<file path="src/rtl/riscv_pkg.sv">
// Shared RISC-V front-end types and constants used by the fetch stage.
// The packed fetch entry pairs each instruction word with the PC it came from.
package riscv_pkg;

  localparam int INSTR_W = 32;
  localparam logic [31:0] RESET_PC_DEFAULT = 32'h0000_0000;

  typedef struct packed {
    logic [31:0]        pc;
    logic [INSTR_W-1:0] instr;
  } fetch_entry_t;

  // Word-align an address by clearing its two low bits.
  function automatic logic [31:0] align_pc(input logic [31:0] addr);
    return addr & ~32'h0000_0003;
  endfunction

endpackage

</file>
<file path="src/rtl/fetch_unit_if.sv">
// Bus bundle for the fetch stage: instruction-memory request/response,
// decode-side valid/ready, and the redirect input from the branch unit.
interface fetch_unit_if;
  import riscv_pkg::*;

  logic               oImem_req;
  logic [31:0]        oImem_addr;
  logic               iImem_gnt;
  logic               iImem_rvalid;
  logic [INSTR_W-1:0] iImem_rdata;

  logic               oInstr_valid;
  logic [INSTR_W-1:0] oInstruction;
  logic [31:0]        oPc;
  logic               iInstr_ready;

  logic               iRedirect;
  logic [31:0]        iRedirect_pc;

  modport master (
    output oImem_req, oImem_addr, oInstr_valid, oInstruction, oPc,
    input  iImem_gnt, iImem_rvalid, iImem_rdata, iInstr_ready,
    input  iRedirect, iRedirect_pc
  );

  modport slave (
    input  oImem_req, oImem_addr, oInstr_valid, oInstruction, oPc,
    output iImem_gnt, iImem_rvalid, iImem_rdata, iInstr_ready,
    output iRedirect, iRedirect_pc
  );

endinterface

</file>
<file path="src/rtl/fetch_fifo.sv">
// Small synchronous FIFO of fetch entries with flush; used both as the
// instruction buffer and as the tracker of PCs for outstanding requests.
module fetch_fifo
  import riscv_pkg::*;
#(
  parameter int DEPTH = 2
) (
  input  logic                           clk,
  input  logic                           rst,
  input  logic                           push,
  input  logic                           pop,
  input  logic                           flush,
  input  fetch_entry_t                   din,
  output fetch_entry_t                   head,
  output logic [$clog2(DEPTH+1)-1:0]     count
);

  localparam int CW = $clog2(DEPTH + 1);
  localparam int PW = $clog2(DEPTH);
  localparam logic [CW-1:0] FULL = CW'(DEPTH);

  fetch_entry_t mem [DEPTH];
  logic [PW-1:0] wr_ptr;
  logic [PW-1:0] rd_ptr;
  logic          do_push;
  logic          do_pop;

  // Pointers wrap explicitly so non-power-of-two depths work.
  function automatic logic [PW-1:0] next_ptr(input logic [PW-1:0] p);
    return (p == PW'(DEPTH - 1)) ? '0 : p + 1'b1;
  endfunction

  // A push into a full FIFO is only allowed when the head leaves in the same cycle.
  assign do_pop  = pop && (count != '0);
  assign do_push = push && ((count != FULL) || do_pop);
  assign head    = mem[rd_ptr];

  always_ff @(posedge clk) begin
    if (rst) begin
      wr_ptr <= '0;
      rd_ptr <= '0;
      count  <= '0;
      for (int i = 0; i < DEPTH; i++) begin
        mem[i] <= '0;
      end
    end else if (flush) begin
      wr_ptr <= '0;
      rd_ptr <= '0;
      count  <= '0;
    end else begin
      if (do_push) begin
        mem[wr_ptr] <= din;
        wr_ptr      <= next_ptr(wr_ptr);
      end
      if (do_pop) begin
        rd_ptr <= next_ptr(rd_ptr);
      end
      count <= count + CW'(do_push) - CW'(do_pop);
    end
  end

endmodule

</file>
<file path="src/rtl/fetch_unit.sv">
// Instruction fetch stage: credit-limited requests to instruction memory,
// in-order response pairing with issued PCs, and redirect flush/drop handling.
module fetch_unit
  import riscv_pkg::*;
#(
  parameter logic [31:0] RESET_PC = RESET_PC_DEFAULT,
  parameter int          DEPTH    = 2
) (
  input  logic          iClk,
  input  logic          iRst,
  fetch_unit_if.master  bus
);

  localparam int CW = $clog2(DEPTH + 1);
  localparam logic [CW:0] CREDIT_MAX = (CW + 1)'(DEPTH);

  logic [31:0]   pc_q;
  logic [CW-1:0] fifo_count;
  logic [CW-1:0] inflight;
  logic [CW-1:0] inflight_next;
  logic [CW-1:0] drop_q;
  logic [CW:0]   credit_used;

  logic          imem_req;
  logic          grant;
  logic          resp;
  logic          keep;
  logic          redirect;
  logic          out_valid;
  logic          buf_pop;
  logic          buf_push;

  fetch_entry_t  buf_head;
  fetch_entry_t  trk_head;
  fetch_entry_t  trk_din;
  fetch_entry_t  push_entry;

  // Buffered words plus outstanding requests may never exceed the buffer size,
  // so every response always has a slot waiting for it.
  assign credit_used = {1'b0, fifo_count} + {1'b0, inflight};
  assign imem_req    = !iRst && (credit_used < CREDIT_MAX);
  assign grant       = imem_req && bus.iImem_gnt;
  assign resp        = bus.iImem_rvalid && (inflight != '0);
  assign keep        = resp && (drop_q == '0);
  assign redirect    = bus.iRedirect;

  assign inflight_next = inflight + CW'(grant) - CW'(resp);

  assign out_valid = !iRst && (fifo_count != '0);
  assign buf_pop   = out_valid && bus.iInstr_ready && !redirect;
  assign buf_push  = keep && !redirect;

  assign trk_din = '{pc: pc_q, instr: '0};

  // Each kept response takes its PC from the tracker head.
  always_comb begin
    push_entry       = trk_head;
    push_entry.instr = bus.iImem_rdata;
  end

  // Tracker count doubles as the in-flight counter; it is never flushed so that
  // dropped responses still pop their PC and keep the pairing aligned.
  fetch_fifo #(.DEPTH(DEPTH)) u_tracker (
    .clk   (iClk),
    .rst   (iRst),
    .push  (grant),
    .pop   (resp),
    .flush (1'b0),
    .din   (trk_din),
    .head  (trk_head),
    .count (inflight)
  );

  fetch_fifo #(.DEPTH(DEPTH)) u_buffer (
    .clk   (iClk),
    .rst   (iRst),
    .push  (buf_push),
    .pop   (buf_pop),
    .flush (redirect),
    .din   (push_entry),
    .head  (buf_head),
    .count (fifo_count)
  );

  // Redirect wins over sequential advance; every request outstanding after this
  // cycle, including one granted now at the old PC, belongs to the dead path.
  always_ff @(posedge iClk) begin
    if (iRst) begin
      pc_q   <= RESET_PC;
      drop_q <= '0;
    end else if (redirect) begin
      pc_q   <= align_pc(bus.iRedirect_pc);
      drop_q <= inflight_next;
    end else begin
      if (grant) begin
        pc_q <= pc_q + 32'd4;
      end
      if (resp && (drop_q != '0)) begin
        drop_q <= drop_q - 1'b1;
      end
    end
  end

  assign bus.oImem_req    = imem_req;
  assign bus.oImem_addr   = pc_q;
  assign bus.oInstr_valid = out_valid;
  assign bus.oInstruction = out_valid ? buf_head.instr : '0;
  assign bus.oPc          = out_valid ? buf_head.pc    : '0;

endmodule
</file>
<file path="src/flat_wrapper.sv">
// flat-port wrapper written by rule: the top's interface ports become plain ports
module fetch_unit_flat import riscv_pkg::*;
#(
  parameter logic [31:0] RESET_PC = RESET_PC_DEFAULT,
  parameter int          DEPTH    = 2
)
  (iClk, iRst, bus_oImem_req, bus_oImem_addr, bus_oInstr_valid, bus_oInstruction, bus_oPc, bus_iImem_gnt, bus_iImem_rvalid, bus_iImem_rdata, bus_iInstr_ready, bus_iRedirect, bus_iRedirect_pc);
  fetch_unit_if bus_i ();
  input  logic iClk;
  input  logic iRst;
  output wire logic [$bits(bus_i.oImem_req)-1:0] bus_oImem_req;
  output wire logic [$bits(bus_i.oImem_addr)-1:0] bus_oImem_addr;
  output wire logic [$bits(bus_i.oInstr_valid)-1:0] bus_oInstr_valid;
  output wire logic [$bits(bus_i.oInstruction)-1:0] bus_oInstruction;
  output wire logic [$bits(bus_i.oPc)-1:0] bus_oPc;
  input wire logic [$bits(bus_i.iImem_gnt)-1:0] bus_iImem_gnt;
  input wire logic [$bits(bus_i.iImem_rvalid)-1:0] bus_iImem_rvalid;
  input wire logic [$bits(bus_i.iImem_rdata)-1:0] bus_iImem_rdata;
  input wire logic [$bits(bus_i.iInstr_ready)-1:0] bus_iInstr_ready;
  input wire logic [$bits(bus_i.iRedirect)-1:0] bus_iRedirect;
  input wire logic [$bits(bus_i.iRedirect_pc)-1:0] bus_iRedirect_pc;
  assign bus_oImem_req = bus_i.oImem_req;
  assign bus_oImem_addr = bus_i.oImem_addr;
  assign bus_oInstr_valid = bus_i.oInstr_valid;
  assign bus_oInstruction = bus_i.oInstruction;
  assign bus_oPc = bus_i.oPc;
  assign bus_i.iImem_gnt = bus_iImem_gnt;
  assign bus_i.iImem_rvalid = bus_iImem_rvalid;
  assign bus_i.iImem_rdata = bus_iImem_rdata;
  assign bus_i.iInstr_ready = bus_iInstr_ready;
  assign bus_i.iRedirect = bus_iRedirect;
  assign bus_i.iRedirect_pc = bus_iRedirect_pc;
  fetch_unit #(.RESET_PC(RESET_PC), .DEPTH(DEPTH)) u_core (.iClk(iClk), .iRst(iRst), .bus(bus_i));
endmodule
</file>
<file path="config.mk">
export PLATFORM = sky130hd
export DESIGN_NAME = fetch_unit_flat
export DESIGN_NICKNAME = d
export VERILOG_FILES = /design/src/rtl/riscv_pkg.sv /design/src/rtl/fetch_unit_if.sv /design/src/rtl/fetch_fifo.sv /design/src/rtl/fetch_unit.sv /design/src/flat_wrapper.sv
export SDC_FILE = /design/constraint.sdc
export NUM_CORES = 1
export LEC_CHECK = 0
export CAP_MARGIN = 20
export CORE_UTILIZATION = 45
export DETAILED_ROUTE_END_ITERATION = 16
export GPL_TIMING_DRIVEN = 0
export PLACE_DENSITY = 0.71
export REMOVE_ABC_BUFFERS = 1
export SLEW_MARGIN = 20
export SYNTH_ARGS = -nofsm -noshare
export SYNTH_HDL_FRONTEND = slang
export SYNTH_SLANG_ARGS = --single-unit
</file>
<file path="constraint.sdc">
create_clock -name iClk -period 13.7 [get_ports iClk]
set_input_delay 2.74 -clock iClk [delete_from_list [all_inputs] [get_ports iClk]]
set_output_delay 2.74 -clock iClk [all_outputs]
set_load 0.1 [all_outputs]
</file>
==> results.md <==
* Chip width at 154 um
* Starting density of the core at a little under half
* Cell area power density at between 100 and 150 mW/mm2
* Unrepaired setup endpoints after global routing: no
* Drt pass-1 iters at 5
* Later-pin clock latency in the skew report at about 500 ps
* Hold-fix buffers, CTS at 0
* Via count at 7216
* Max-slew headroom at between 30% and 40%
* Tmin final at 8510 ps
* Largest net degree at the start of global routing at 54
* Slew @ Worst Pin at 1050 ps
* Vias in the first global route at 7120
* Clock Tree Buf Depth at 3
* R2R Path End: u_core.u_tracker.count[1]$_SDFF_PP0_
* Maxcap violations at 0
* Yosys top cell by area: edfxtp_1
* Worst clock skew at 18.4 ps
* Crit path required time at 10960 ps
* DP HPWL at 15900 um
* Core area at 0.0227 mm2
* Max-slew violations at 0
* Post-synth cell types at 52
* Via density per instance at 5.39
* Synth area leaders: edfxtp_1 53%, mux2i_1 9.1%, dfxtp_1 8.0%, and2_1 5.8%, nor2_1 5.7%
* Most used DFF post-synth: edfxtp_1
* Tot Pwr at 0.00179 W
* DRC at 0
* Cell Area, Placed at 0.0126 mm2
* Overflow after GRT at 0
* Register-to-register setup slack at 10000 ps
* Final RePlAce weighted congestion at 0.811
* # fillers at 1880
* Hold/Removal Path Class: reg2reg
* I/O pins at between 150 and 200
* Worst hold slack at 538 ps
* Commonest cells post-synth: 184 x edfxtp_1, 159 x nor2_1, 97 x and2_1, 95 x mux2i_1, 50 x clkbuf_1
* Inst Count DP at 1294
* Max Clk Rate at 117 MHz
* Detail Route Antenna Nets at 0
* Final hold viol count at 0
* Status: finished clean
* Post-synth EDFFs at 184
* Syn avg cell area at 11.7 um2
* Share of the synthesized area in the top cell type at 52.8%
* TritonCTS clock tree: yes
* Die Height at around 150 um
* CP Capture Point: bus_oInstruction[29]
* Post-Route WL at roughly 24000 um
* Ys Warns at 0
* H-tree Lvls at 1
* Wire per inst at 17.7 um
* Tcrit/Tclk final at roughly 62%
* Final net count at 1113
* CTS sink cnt at roughly 230
* Post-Syn Area at 0.0105 mm2
* Fraction of registers with async set/reset at 0%
* Post-route setup TNS at 0 ps
* Initial antenna violation count at 0
* R2R cell count at 12
* Layout cells sized above 1 at between 7 and 8%
* CP Capture Type: output pin
* Die area at 0.0239 mm2
* Final setup fails at 0
* Antenna diodes at 0
* Cell row count at 55
* Post-synthesis register bit count at roughly 230
* Worst Setup Start Kind: input port
* First-pass GRT wire length at about 38000 um
* Pleak at 4.69 nW
* WS Path Type: in2out
* Critical path fanouts, max at 24
* Post_cts resized at 0
* Clk root buf: clkbuf_16
* IO buf count at 161
* Arrival @ worst endpoint at 5770 ps
* Num CTS Buffers at 24
* Clk slew on worst S/H paths at 60 ps
* Synth-to-Final Area Change at 28.1%
* Initial DRC count at ~470
* Most frequent cell after synthesis: edfxtp_1
* VDD IR-drop max at 80.6 uV
* Worst r2r src: u_core.u_buffer.count[0]$_SDFF_PP0_
* Finished Cell Area at 0.0134 mm2
* Sequential share of the synthesized area at 60.9%
* Postcts setup bufs at 0
* Total GRT Usage at 19.9%
* Cell Count, Final, Fillers Out at around 1300
* Synth Instances at between 800 and 900
* Worst setup startpoint: iRst
==> sequential cells by signal, indices dropped and copies added, names as in the netlist, named ones only <==
register	cells
u_core.u_buffer.count	2
u_core.drop_q	2
u_core.u_buffer.rd_ptr	1
u_core.u_tracker.wr_ptr	1
u_core.bus.oImem_addr	30
u_core.u_tracker.rd_ptr	1
u_core.u_tracker.mem	60
u_core.u_buffer.mem	124
u_core.u_buffer.wr_ptr	1
u_core.u_tracker.count	2
==> placed cells by master (no fill, tap or decap), drive strengths merged, types with 14 or more instances in the layout <==
cell type      netlist  routed
edfxtp             184     184
clkdlybuf4s50        0     160
nor2               159     159
and2                97      97
mux2i               95      95
dfxtp               42      42
and3                36      36
clkbuf              50      36
nand2               23      23
buf                 14      19
nor3                17      17
xnor2               16      16
inv                 14      14
==> report_power, final <==
part / internal, W / switching [W]
sequential: 0.000813 / 0.0000499
clock: 0.000379 / 0.000255
combinational: 0.000115 / 0.000180
==> worst min-delay path by stage <==
stage                                           to  cells after the start                            startpoint  slack, ps
2_1_floorplan                                 flop                      2  u_core.u_tracker.rd_ptr$_SDFFE_PP0P_        480
3_3_place_gp                                  flop                      2  u_core.u_tracker.rd_ptr$_SDFFE_PP0P_        500
3_5_place_dp                                  flop                      2  u_core.u_tracker.rd_ptr$_SDFFE_PP0P_        540
4_1_cts                                       flop                      2  u_core.u_tracker.rd_ptr$_SDFFE_PP0P_        560
5_1_grt        u_core.u_buffer.rd_ptr$_SDFFE_PP0P_                      2   u_core.u_buffer.rd_ptr$_SDFFE_PP0P_        580
6_report                                      flop                      2  u_core.u_tracker.rd_ptr$_SDFFE_PP0P_        540
==> layer usage <==
metal	share of wire, %	routed length, um	GRT usage [%]
met1	44	10400	26.3
met2	48	11500	34.3
met3	5.7	1350	3.22
met4	1.7	411	4.90
met5	0	0	0
==> final cells by class <==
class                   instances  area (um2)  area share, %
clock buffers                  36         677           5.05
clock inverters                 8        91.3          0.682
flip-flops and latches        226        6370           47.6
inverters                      15        57.6          0.430
multi-input cells             589        3850           28.7
well taps                     285         357           2.66
repair buffers                179        2000           14.9
==> cells by family after synthesis <==
kind of cell	count (synthesis)	synth area share (%)
AO/OA/AOI/OAI	67	4.75
XOR/XNOR	20	1.67
adder cells (fa/ha/maj)	8	1.03
buffers and inverters	79	3.19
flip-flops	226	60.9
multiplexers	96	9.20
other	1	0.0358
AND/OR/NAND/NOR	394	19.3
==> critical path: stages <==
cell	delay, ps
buf_2	260
inv_1	620
o21ai_4	390
buf_16	280
buf_16	170
nor2_1	140
clkdlybuf4s50_1	1150
==> metrics by stage <==
step                      worst slack (ps)  util (%)
final                                 5190      59.0
after global routing                  5060      59.0
after CTS                             5160      59.0
after detailed placement              5170      55.6
after global placement                 494      53.6
after floorplan                       5030         -
Power figures use the tool's default switching activity.
